--- src/rtl/fifo_fwft_reader_pkg.sv ---
// ----------------------------------------------------------------------------
// fifo_fwft_reader_pkg
// Shared definitions for the FWFT block reader:
//   - state_t       : reader FSM states (IDLE / READ / DONE)
//   - THR_W         : width of the throttle level and of the compared LFSR slice
//   - LFSR_SEED     : reset value of the throttle LFSR
//   - LFSR_TAPS     : Fibonacci tap mask for x^16 + x^14 + x^13 + x^11 + 1
//   - lfsr_next()   : one-step advance of the throttle LFSR
// ----------------------------------------------------------------------------
package fifo_fwft_reader_pkg;

    typedef enum logic [1:0] {
        ST_IDLE = 2'd0,
        ST_READ = 2'd1,
        ST_DONE = 2'd2
    } state_t;

    localparam int          THR_W     = 8;
    localparam logic [15:0] LFSR_SEED = 16'hACE1;

    // Taps 16,14,13,11 expressed as zero-based bit positions 15,13,12,10.
    localparam logic [15:0] LFSR_TAPS = 16'hB400;

    // Shift left, feeding back the XOR of the tapped bits into bit 0.
    function automatic logic [15:0] lfsr_next(input logic [15:0] cur);
        logic fb;
        fb = ^(cur & LFSR_TAPS);
        return {cur[14:0], fb};
    endfunction

endpackage

--- src/rtl/fifo_fwft_reader_if.sv ---
// ----------------------------------------------------------------------------
// fifo_fwft_reader_if
// Pop-side connection of a first-word-fall-through FIFO.
//   din   : head word, valid whenever empty is low
//   empty : FIFO empty flag
//   rden  : pop strobe; the word on din is consumed in the cycle rden is high
// Modports:
//   master : the reader (drives rden, observes din/empty)
//   slave  : the FIFO   (drives din/empty, observes rden)
// ----------------------------------------------------------------------------
interface fifo_fwft_reader_if #(
    parameter int WIDTH = 32
) ();

    logic [WIDTH-1:0] din;
    logic             empty;
    logic             rden;

    modport master (
        input  din,
        input  empty,
        output rden
    );

    modport slave (
        output din,
        output empty,
        input  rden
    );

endinterface

--- src/rtl/fifo_fwft_reader_rate_lfsr.sv ---
// ----------------------------------------------------------------------------
// fwft_rate_lfsr
// Pseudo-random read throttle. A 16-bit Fibonacci LFSR advances every clock;
// the low THR_W bits are compared against the requested rate, so the fraction
// of enabled cycles is roughly (rate+1)/256. rate = 8'hFF enables every cycle.
// Ports:
//   clk    : clock, rising edge
//   rst    : asynchronous active-low reset (reloads the seed)
//   rate   : throttle level
//   thr_en : read enable for the current cycle
// ----------------------------------------------------------------------------
module fwft_rate_lfsr
    import fifo_fwft_reader_pkg::*;
(
    input  logic             clk,
    input  logic             rst,
    input  logic [THR_W-1:0] rate,
    output logic             thr_en
);

    logic [15:0] r_lfsr;

    // LFSR state: reseed on reset, otherwise step once per clock.
    always_ff @(posedge clk or negedge rst) begin
        if (!rst) begin
            r_lfsr <= LFSR_SEED;
        end else begin
            r_lfsr <= lfsr_next(r_lfsr);
        end
    end

    // An all-ones rate makes the compare always true.
    assign thr_en = (r_lfsr[THR_W-1:0] <= rate);

endmodule

--- src/rtl/fifo_fwft_reader.sv ---
// ----------------------------------------------------------------------------
// fifo_fwft_reader
// Reads one block of words from an FWFT FIFO into a wide output register.
// A start pulse in IDLE latches min(length, MAX_BLOCK_SIZE), clears the block
// and the word counter, then pops words in FIFO order into consecutive slots
// while the FIFO is not empty and the throttle allows. done pulses for one
// cycle after the last pop; data_o/count then hold until the next start.
// Ports:
//   clk, rst : clock and asynchronous active-low reset
//   fifo     : FWFT pop interface (master side: din, empty in; rden out)
//   start    : one-cycle block request (ignored unless IDLE)
//   length   : words in the requested block
//   rate     : throttle level, 8'hFF = full speed
//   data_o   : assembled block, word k at [k*WIDTH +: WIDTH]
//   count    : words captured so far
//   busy     : block in progress (READ or DONE)
//   done     : one-cycle completion pulse
// ----------------------------------------------------------------------------
module fifo_fwft_reader
    import fifo_fwft_reader_pkg::*;
#(
    parameter int WIDTH          = 32,
    parameter int MAX_BLOCK_SIZE = 32,
    localparam int CW            = $clog2(MAX_BLOCK_SIZE + 1)
) (
    input  logic                            clk,
    input  logic                            rst,
    fifo_fwft_reader_if.master              fifo,
    input  logic                            start,
    input  logic [CW-1:0]                   length,
    input  logic [THR_W-1:0]                rate,
    output logic [MAX_BLOCK_SIZE*WIDTH-1:0] data_o,
    output logic [CW-1:0]                   count,
    output logic                            busy,
    output logic                            done
);

    localparam logic [CW-1:0] MAX_LEN = CW'(MAX_BLOCK_SIZE);

    state_t                          r_state;
    logic [MAX_BLOCK_SIZE*WIDTH-1:0] r_data;
    logic [CW-1:0]                   r_count;
    logic [CW-1:0]                   r_len;
    logic                            r_busy;
    logic                            r_done;

    logic                            w_thr_en;
    logic                            w_rden;
    logic [CW-1:0]                   w_len_eff;
    logic                            w_last;

    fwft_rate_lfsr u_rate_lfsr (
        .clk    (clk),
        .rst    (rst),
        .rate   (rate),
        .thr_en (w_thr_en)
    );

    // Requests longer than the block buffer are clipped to its size.
    assign w_len_eff = (length > MAX_LEN) ? MAX_LEN : length;

    // The pop is combinational so the head word is consumed in the same cycle.
    assign w_rden = (r_state == ST_READ) & ~fifo.empty & w_thr_en;

    // r_len is at least 1 whenever READ is entered, so this never wraps there.
    assign w_last = (r_count == (r_len - CW'(1)));

    // Reader FSM with its datapath and registered status flags.
    always_ff @(posedge clk or negedge rst) begin
        if (!rst) begin
            r_state <= ST_IDLE;
            r_data  <= '0;
            r_count <= '0;
            r_len   <= '0;
            r_busy  <= 1'b0;
            r_done  <= 1'b0;
        end else begin
            case (r_state)
                ST_IDLE: begin
                    if (start) begin
                        r_data  <= '0;
                        r_count <= '0;
                        r_len   <= w_len_eff;
                        r_busy  <= 1'b1;
                        if (w_len_eff == '0) begin
                            r_state <= ST_DONE;
                            r_done  <= 1'b1;
                        end else begin
                            r_state <= ST_READ;
                            r_done  <= 1'b0;
                        end
                    end else begin
                        r_busy <= 1'b0;
                        r_done <= 1'b0;
                    end
                end

                ST_READ: begin
                    if (w_rden) begin
                        // Slot selection by comparison keeps the write index
                        // inside the buffer for every counter value.
                        for (int k = 0; k < MAX_BLOCK_SIZE; k++) begin
                            if (r_count == CW'(k)) begin
                                r_data[k*WIDTH +: WIDTH] <= fifo.din;
                            end
                        end
                        r_count <= r_count + CW'(1);
                        if (w_last) begin
                            r_state <= ST_DONE;
                            r_done  <= 1'b1;
                        end
                    end
                end

                ST_DONE: begin
                    r_state <= ST_IDLE;
                    r_busy  <= 1'b0;
                    r_done  <= 1'b0;
                end

                default: begin
                    r_state <= ST_IDLE;
                    r_busy  <= 1'b0;
                    r_done  <= 1'b0;
                end
            endcase
        end
    end

    assign fifo.rden = w_rden;
    assign data_o    = r_data;
    assign count     = r_count;
    assign busy      = r_busy;
    assign done      = r_done;

endmodule

--- src/flat_wrapper.sv ---
// flat-port wrapper written by rule: the top's interface ports become plain ports
module fifo_fwft_reader_flat import fifo_fwft_reader_pkg::*;
#(
    parameter int WIDTH          = 32,
    parameter int MAX_BLOCK_SIZE = 32,
    localparam int CW            = $clog2(MAX_BLOCK_SIZE + 1)
)
  (clk, rst, start, length, rate, data_o, count, busy, done, fifo_din, fifo_empty, fifo_rden);
  fifo_fwft_reader_if #(.WIDTH(WIDTH)) fifo_i ();
  input  logic clk;
  input  logic rst;
  input  logic start;
  input  logic [CW-1:0] length;
  input  logic [THR_W-1:0] rate;
  output logic [MAX_BLOCK_SIZE*WIDTH-1:0] data_o;
  output logic [CW-1:0] count;
  output logic busy;
  output logic done;
  input wire logic [$bits(fifo_i.din)-1:0] fifo_din;
  input wire logic [$bits(fifo_i.empty)-1:0] fifo_empty;
  output wire logic [$bits(fifo_i.rden)-1:0] fifo_rden;
  assign fifo_i.din = fifo_din;
  assign fifo_i.empty = fifo_empty;
  assign fifo_rden = fifo_i.rden;
  fifo_fwft_reader #(.WIDTH(WIDTH), .MAX_BLOCK_SIZE(MAX_BLOCK_SIZE)) u_core (.clk(clk), .rst(rst), .fifo(fifo_i), .start(start), .length(length), .rate(rate), .data_o(data_o), .count(count), .busy(busy), .done(done));
endmodule
--- config.mk ---
export PLATFORM = sky130hd
export DESIGN_NAME = fifo_fwft_reader_flat
export DESIGN_NICKNAME = d
export VERILOG_FILES = /design/src/rtl/fifo_fwft_reader_pkg.sv /design/src/rtl/fifo_fwft_reader_if.sv /design/src/rtl/fifo_fwft_reader_rate_lfsr.sv /design/src/rtl/fifo_fwft_reader.sv /design/src/flat_wrapper.sv
export SDC_FILE = /design/constraint.sdc
export NUM_CORES = 1
export LEC_CHECK = 0
export CAP_MARGIN = 20
export CORE_AREA = 2 2 425 427
export CTS_BUF_LIST = sky130_fd_sc_hd__clkbuf_8
export DETAILED_ROUTE_END_ITERATION = 8
export DIE_AREA = 0 0 427 429
export SLEW_MARGIN = 10
export SYNTH_ARGS = -nofsm -noshare
export SYNTH_HDL_FRONTEND = slang
export SYNTH_SLANG_ARGS = --single-unit
--- constraint.sdc ---
create_clock -name clk -period 8.6 [get_ports clk]
set_clock_uncertainty 0.2 [all_clocks]
set_input_delay 1.29 -clock clk [delete_from_list [all_inputs] [get_ports clk]]
set_output_delay 1.29 -clock clk [all_outputs]
set_load 0.1 [all_outputs]
### Word level (Yosys, flattened, before mapping)

Cells that the tools add are included.
W data, S select, Z words.

| word-level totals | value |
|---|---|
| output and inout bits | 1033 |
| flip-flop bits (word level) | 1056 |
| bits of input ports | 50 |
| word-level logic and storage cells | 205 |

| cells by class | value |
|---|---|
| eq/ne operators | 68 |
| reduce and logical (&&, ||, !) cells | 41 |
| muxes and demuxes | 51 |
| $lt $le $gt $ge | 2 |
| add/subtract/negate cells | 2 |
| bitwise logic cells | 3 |

Operators by type and width:

| operator | number |
|---|---|
| $mux W1024 | 2 |
| $pmux W1024 S2 | 1 |
| $mux W32 | 32 |
| $reduce_and A4 Y1 | 32 |
| $eq A6 B5 Y1 const B | 16 |
| $ne A2 B2 Y1 const B | 34 |
| $eq A6 B4 Y1 const B | 8 |
| $eq A6 B3 Y1 const B | 4 |
| $mux W6 | 3 |
| $reduce_xor A16 Y1 | 1 |
| $eq A6 B2 Y1 const B | 2 |
| $logic_not A6 Y1 | 2 |
| $pmux W6 S2 | 1 |
| $le A8 B8 Y1 | 1 |
| $mux W2 | 4 |
| $add A6 B1 Y6 const B | 1 |
| $eq A6 B1 Y1 const B | 1 |
| $eq A6 B6 Y1 | 1 |
| $gt A6 B6 Y1 const B | 1 |
| $reduce_and A3 Y1 | 2 |
| $sub A6 B1 Y6 const B | 1 |
| $mux W1 | 5 |
| $pmux W1 S2 | 2 |
| $pmux W2 S2 | 1 |
| 7 further kinds | 9 |

### Longest topological paths before layout

Gate-level depths: netlist of run 1.

| depth | value |
|---|---|
| depth after elaboration | 6 |
| gate-level depth with buffers | 12 |
| mapped depth without buffers | 8 |

### By module

From an unflattened synthesis of run 1, not the netlist that was laid out.

| second synthesis, totals | value |
|---|---|
| cell total of the unflattened synthesis | 3708 |
| area, all modules | 40827.9 µm² |

By module, submodules not included:

| module | cells each | times used | seq. area each (µm²) | area each (µm²) |
|---|---|---|---|---|
| fifo_fwft_reader | 3662 | 1 | 26025.0 | 40194.8 |
| fwft_rate_lfsr | 46 | 1 | 410.4 | 633.1 |

### Worst setup path after synthesis of run 1

Ideal clock, no wire load.

| timing | value |
|---|---|
| kind | input-to-output |
| from | in rate[7] |
| to | out fifo_rden |
| data arrival time | 4.074 ns |
| path buffers | 4 |
| required time | 7.110 ns |
| stages on the path | 11 |
| path slack | 3.036 ns |
| cells stage by stage | inv_1 > ha_1 > a211oi_2 > o21ai_1 > and3b_1 > buf_4 > nor2_1 > buf_6 > buf_2 > buf_2 > nor2_1 |

| on the way | value |
|---|---|
| cells in the longest elaborated chain, start to end | 2 |

Ends and longest elaborated chain:

| element | line | text |
|---|---|---|
| from (decl) | flat_wrapper.sv:14 | `input logic [THR_W-1:0] rate;` |
| $le A8 B8 Y1 | fifo_fwft_reader_rate_lfsr.sv:33 | `assign thr_en = (r_lfsr[THR_W-1:0] <= rate);` |
| $and A1 B1 Y1 | fifo_fwft_reader.sv:63 | `assign w_rden = (r_state == ST_READ) & ~fifo.empty & w_thr_en;` |
| to (decl) | flat_wrapper.sv:21 | `output wire logic [$bits(fifo_i.rden)-1:0] fifo_rden;` |

No other way between the ends.

### Final worst setup path of run 1

Ends and elaborated chain as after synthesis.

==> metrics.yaml, run 1 <==
grt:
  grt_usage_pct: 21.58
  gr-total-overflow: 0
  antenna_found_initial: 9
  grt_max_degree: 211
  grt_pass1_vias: 35590
  grt_pass1_wl_um: 283500
yosys:
  synth_area_leader_cell: "dfrtp_1"
  synth_nets: 3700
  syn_area_per_cell_sq_um: 12.57
  synth_edf_count: 0
  synth_area_leaders: "dfrtp_1 (57%), mux2_4 (7.9%), mux2_1 (6.7%)"
  synth_top_family_by_area: "compound AO/OA/AOI/OAI gates"
  synthesis.area_sq_mm: 0.04570
  synth-simple-area-share_pct: 7.302
  ys_seq_elements: 1056
  synthFlopType: "dfrtp_1"
  synth_top_area_share_pct: 57.39
  seq_area_frac_synth_pct: 57.85
  syn_inst: 3637
  postSynth.asyncResetShare_pct: 100.0
  synthAdderAreaFrac_pct: 0.3559
  synthMuxAreaShare_pct: 14.63
  synth-compound-area-share_pct: 15.18
  synthXorXnorAreaFrac_pct: 0.1916
  yosysWarnings: 0
  ys_types: 58
sta:
  max_slew_margin_pct: 21.13
  max_freq_ghz: 0.1500
  finalSetupViolations: 0
  worst_slew_pin_slew_ns: 1.179
  finalCritPeriodShare_pct: 77.50
  finalWorstPathRequiredPeriod_ns: 6.665
  tns_ns: 0
  drv_slew: 0
  rsz0062_at_grt: "no"
  hold_viol: 0
placed_design:
  dp_hpwl_um: 136800
  routabilityCongestion: 0.8489
  port_buffers: 1082
  dpl_cell_area_sq_mm: 0.05862
clocking:
  clock_latency_ns: 0.96
  cts_made_buffers: 187
  post_cts_resized: 0
  htree_levels: 4
  cts-root-buf: "clkbuf_8"
  cts.sinks: 1056
  path_clk_slew_ns: 0.05
  post_cts_buffers: 0
  cts_tree: "done"
  cts_hold_buffers: 0
  cts_buffer_depth: 3
floorplanning:
  io_pins: 1083
  die_w_um: 427
  start_util_pct: 25.67
  die_area_sq_mm: 0.1832
  placementRows: 155
  die_h_um: 429
  coreArea_sq_mm: 0.1780
hold_path:
  worstHoldEndpoint: "u_core.u_rate_lfsr.r_lfsr[15]$_DFF_PN1_"
  hp-class: "flip-flop to flip-flop"
  min_from: "u_core.u_rate_lfsr.r_lfsr[14]$_DFF_PN0_"
  holdPathStages: 0
outcome:
  outcome: "complete, no violations"
critical_path:
  cp.required_ns: 7.11
  ff2ff_path_depth: 8
  critPathLaunchType: "input pin"
  crit_type: "input pin to output pin"
  cp-end-kind: "output pin"
  timing.rr.start: "u_core.r_state[0]$_DFFE_PN0P_"
  r2r-end: "u_core.data_o[979]$_DFFE_PN0P_"
  worst_ep_arrival_time_ns: 5.18
  regToRegSetupSlack_ns: 3.90
  critPathMaxFanout: 12
routing:
  drtAntennaViolNets: 0
  firstDrtPassIters: 8
  drc_errors: 0
  viasPerCell: 4.993
  num_vias: 35470
  initialDrtViolationCount: 3107
  wire_per_inst_um: 28.62
  wl_um: 203300
finish:
  final_nets: 4669
  mostFrequentLayoutCells: "clkdlybuf4s50_1 (1068), dfrtp_1 (1044), nand2_1 (358)"
  syn_to_final_growth_pct: 36.74
  drive_gt1_share_pct: 16.71
  layout_commonest_cell: "clkdlybuf4s50_1"
  nFillCells: 17480
  final_design_area_no_fill_sq_mm: 0.06249
job:
  drv_cap: 0
[area by class of cell]
type                            instances  area, sq um  area share, %
Antenna cell                            8        20.02        0.03204
Sequential cell                      1056        26450          42.32
Timing Repair Buffer                 1183        11690          18.70
Tap cell                             2355         2947          4.715
Multi-Input combinational cell       2164        17480          27.97
Inverter                               14        52.55        0.08409
Clock buffer                          224         3083          4.934
Clock inverter                         99        772.0          1.235
[cell families (layout without fill, tap and decap cells)]
kind of cell | after synthesis | in the layout
AND/OR/NAND/NOR | 747 | 747
other | 0 | 8
AO/OA/AOI/OAI | 880 | 880
buffers and inverters | 417 | 1520
flip-flops | 1056 | 1056
XOR/XNOR | 10 | 10
adder cells (fa/ha/maj) | 13 | 13
multiplexers | 514 | 514
[per-layer routing]
metal / global-route usage, % / vias to the layer above / part of all wire (%)
met5: 0 / - / 0
met4: 11.45 / 0 / 6.0
met3: 6.373 / 394 / 7.9
met2: 35.77 / 1635 / 48
met1: 24.99 / 18310 / 38
li1: - / 15120 / -
[registers in the layout, summed over array words and instances, names as in the netlist]
register                   flops
u_core.busy                    1
u_core.done                    1
u_core.data_o               1024
u_core.u_rate_lfsr.r_lfsr     16
u_core.r_len                   6
u_core.count                   6
u_core.r_state                 2
[worst max-delay path: stages]
cell and delay, ns:
clkdlybuf4s50_1 0.45, inv_1 0.05, ha_1 0.33, a211oi_2 0.25
o21ai_1 0.12, and3b_1 0.59, nor2_4 0.24, nor2_1 0.58
clkdlybuf4s50_1 1.26
[how the worst max path moves through the flow]
stage                        from         to  cells past startpoint
after floorplan           rate[7]  fifo_rden                     11
after global placement    rate[7]  fifo_rden                      9
after detailed placement  rate[7]  fifo_rden                      9
after CTS                 rate[7]  fifo_rden                      9
after global routing      rate[7]  fifo_rden                      9
final                     rate[7]  fifo_rden                      9
[synthesized netlist by cell type, drive strengths merged (9+ instances only)]
master / n
o21ai: 273
mux2: 512
o211ai: 161
ha: 13
a32o: 32
a22o: 64
dfrtp: 1048
a21oi: 9
o2bb2ai: 96
nand3: 40
buf: 149
clkbuf: 254
and2: 33
a32oi: 32
nor2: 50
a22oi: 193
nand2b: 12
inv: 14
nand2: 378
nor3: 200
[stage by stage]
| stage | std cells | util, % | worst slack (ns) | hold WS (ns) |
|---|---|---|---|---|
| 4_1_cts | 7095 | 35.09 | 1.942 | 0.1604 |
| 3_5_place_dp | 6772 | 32.92 | 1.950 | 0.1371 |
| 3_3_place_gp | 6768 | 32.88 | 1.909 | 0.1357 |
| 2_1_floorplan | 3637 | - | 3.036 | 0.1312 |
| 6_report | 7103 | 35.10 | 1.935 | 0.1554 |
| 5_1_grt | 7101 | 35.10 | 1.880 | 0.1687 |
Power of run 1 is not shown: default switching activity piles up to over one toggle a cycle in this logic, so the estimate is an artifact.
==> inputs of run 2 (changes only) <==
==> constraint.sdc (replaced) <==
create_clock -name clk -period 5.4 [get_ports clk]
set_clock_uncertainty 0.2 [all_clocks]
set_input_delay 0.81 -clock clk [delete_from_list [all_inputs] [get_ports clk]]
set_output_delay 0.81 -clock clk [all_outputs]
set_load 0.1 [all_outputs]
==> metrics.yaml, run 2 (synthesized netlist as in run 1, its figures left out) <==
routing:
  initialDrtViolationCount: 2812
  num_vias: 35630
  firstDrtPassIters: 6
  drtAntennaViolNets: 0
  viasPerCell: 4.988
  drc_errors: 0
  wire_per_inst_um: 28.62
  wl_um: 204500
critical_path:
  ff2ff_path_depth: 10
  cp_num_buf_inv: 1
  cp-end-kind: "output pin"
  worst_ep_arrival_time_ns: 3.44
  r2r-end: "u_core.data_o[434]$_DFFE_PN0P_"
  regToRegSetupSlack_ns: 1.37
  critPathLaunchType: "flip-flop"
  slowest_delay_ns: 1.39
  timing.rr.start: "u_core.u_rate_lfsr.r_lfsr[0]$_DFF_PN1_"
  cp_top_family: "buffers and inverters"
  cp.required_ns: 4.39
  critPathMaxFanout: 79
  slowest_stage: "clkdlybuf4s50_1"
  worstPathCellList: "clkdlybuf4s50_1"
  crit_type: "flip-flop to output pin"
grt:
  grt_util_met1_pct: 25.28
  grt_max_degree: 167
  gr-total-overflow: 0
  grt_use_met2_pct: 36.04
  grt_pass1_vias: 35400
  grt_pass1_wl_um: 286000
  grt.busiest_layer: "met2"
  antenna_found_initial: 16
  grt_usage_pct: 21.74
  use_met3_pct: 6.033
hold_path:
  worstHoldEndpoint: "u_core.u_rate_lfsr.r_lfsr[9]$_DFF_PN0_"
  hp-class: "flip-flop to flip-flop"
  min_from: "u_core.u_rate_lfsr.r_lfsr[8]$_DFF_PN0_"
  holdPathStages: 0
floorplanning:
  io_pins: 1083
  die_w_um: 427
  coreArea_sq_mm: 0.1780
  die_h_um: 429
  die_area_sq_mm: 0.1832
  start_util_pct: 25.67
  placementRows: 155
sta:
  max_freq_ghz: 0.2247
  drv_slew: 0
  finalCritPeriodShare_pct: 82.43
  finalSetupViolations: 0
  hold_viol: 0
  finalWorstPathRequiredPeriod_ns: 4.451
  rsz0062_at_grt: "no"
  max_slew_margin_pct: 19.56
  worst_slew_pin_slew_ns: 1.203
  tns_ns: 0
clocking:
  cts_hold_buffers: 1
  clock_latency_ns: 0.94
  post_cts_resized: 0
  cts_buffer_depth: 3
  cts_made_buffers: 185
  cts_tree: "done"
  post_cts_buffers: 0
  cts.sinks: 1056
  cts-root-buf: "clkbuf_8"
  htree_levels: 4
  path_clk_slew_ns: 0.06
job:
  drv_cap: 0
finish:
  mostFrequentLayoutCells: "clkdlybuf4s50_1 (1066), dfrtp_1 (1044), nand2_1 (358)"
  layout_commonest_cell: "clkdlybuf4s50_1"
  fin_cells: 7143
  largest_reg_flops: 1024
  syn_to_final_growth_pct: 37.79
  final_nets: 4697
  drive_gt1_share_pct: 17.26
placed_design:
  routabilityCongestion: 0.8418
  dp_cells: 6799
  port_buffers: 1082
  dp_hpwl_um: 138900
outcome:
  outcome: "complete, no violations"
[run 2: stage by stage]
stage | setup slack, ns | area (sq um) | util [%] | hold WS (ns)
2_1_floorplan | 0.7959 | 45700 | - | 0.1312
3_3_place_gp | 0.5645 | 58940 | 33.10 | 0.1382
3_5_place_dp | 0.4859 | 59000 | 33.14 | 0.1379
4_1_cts | 0.8017 | 62900 | 35.33 | 0.1397
5_1_grt | 0.7889 | 62960 | 35.36 | 0.1491
6_report | 0.9490 | 62970 | 35.37 | 0.1425
[run 2: routing by layer]
layer / up-vias / part of all wire [%] / wire length [um]
met5: - / 0 / 0
met4: 0 / 5.6 / 11500
met3: 368 / 7.5 / 15420
met2: 1608 / 49 / 100100
met1: 18450 / 38 / 77460
li1: 15210 / - / -
[run 2: worst max-delay path by stage]
stage	start	endpoint	slack, ns	depth (start not counted)
2_1_floorplan	rate[7]	fifo_rden	0.80	11
3_3_place_gp	rate[7]	u_core.data_o[447]$_DFFE_PN0P_	0.56	11
3_5_place_dp	rate[7]	u_core.data_o[434]$_DFFE_PN0P_	0.49	11
4_1_cts	u_core.count[4]$_DFFE_PN0P_	count[4]	0.80	1
5_1_grt	u_core.u_rate_lfsr.r_lfsr[7]$_DFF_PN1_	fifo_rden	0.79	7
6_report	u_core.count[4]$_DFFE_PN0P_	count[4]	0.95	1
[run 2: layout make-up]
type / instances / area, sq um
fillers: 17400 / 115100
diodes: 14 / 35.03
repair buffers: 1213 / 12110
multi-input cells: 2164 / 17480
clock inverters: 99 / 755.7
clock buffers: 228 / 3138
inverters: 14 / 52.55
flip-flops and latches: 1056 / 26450
well taps: 2355 / 2947
Power of run 2 is left out for the same reason.
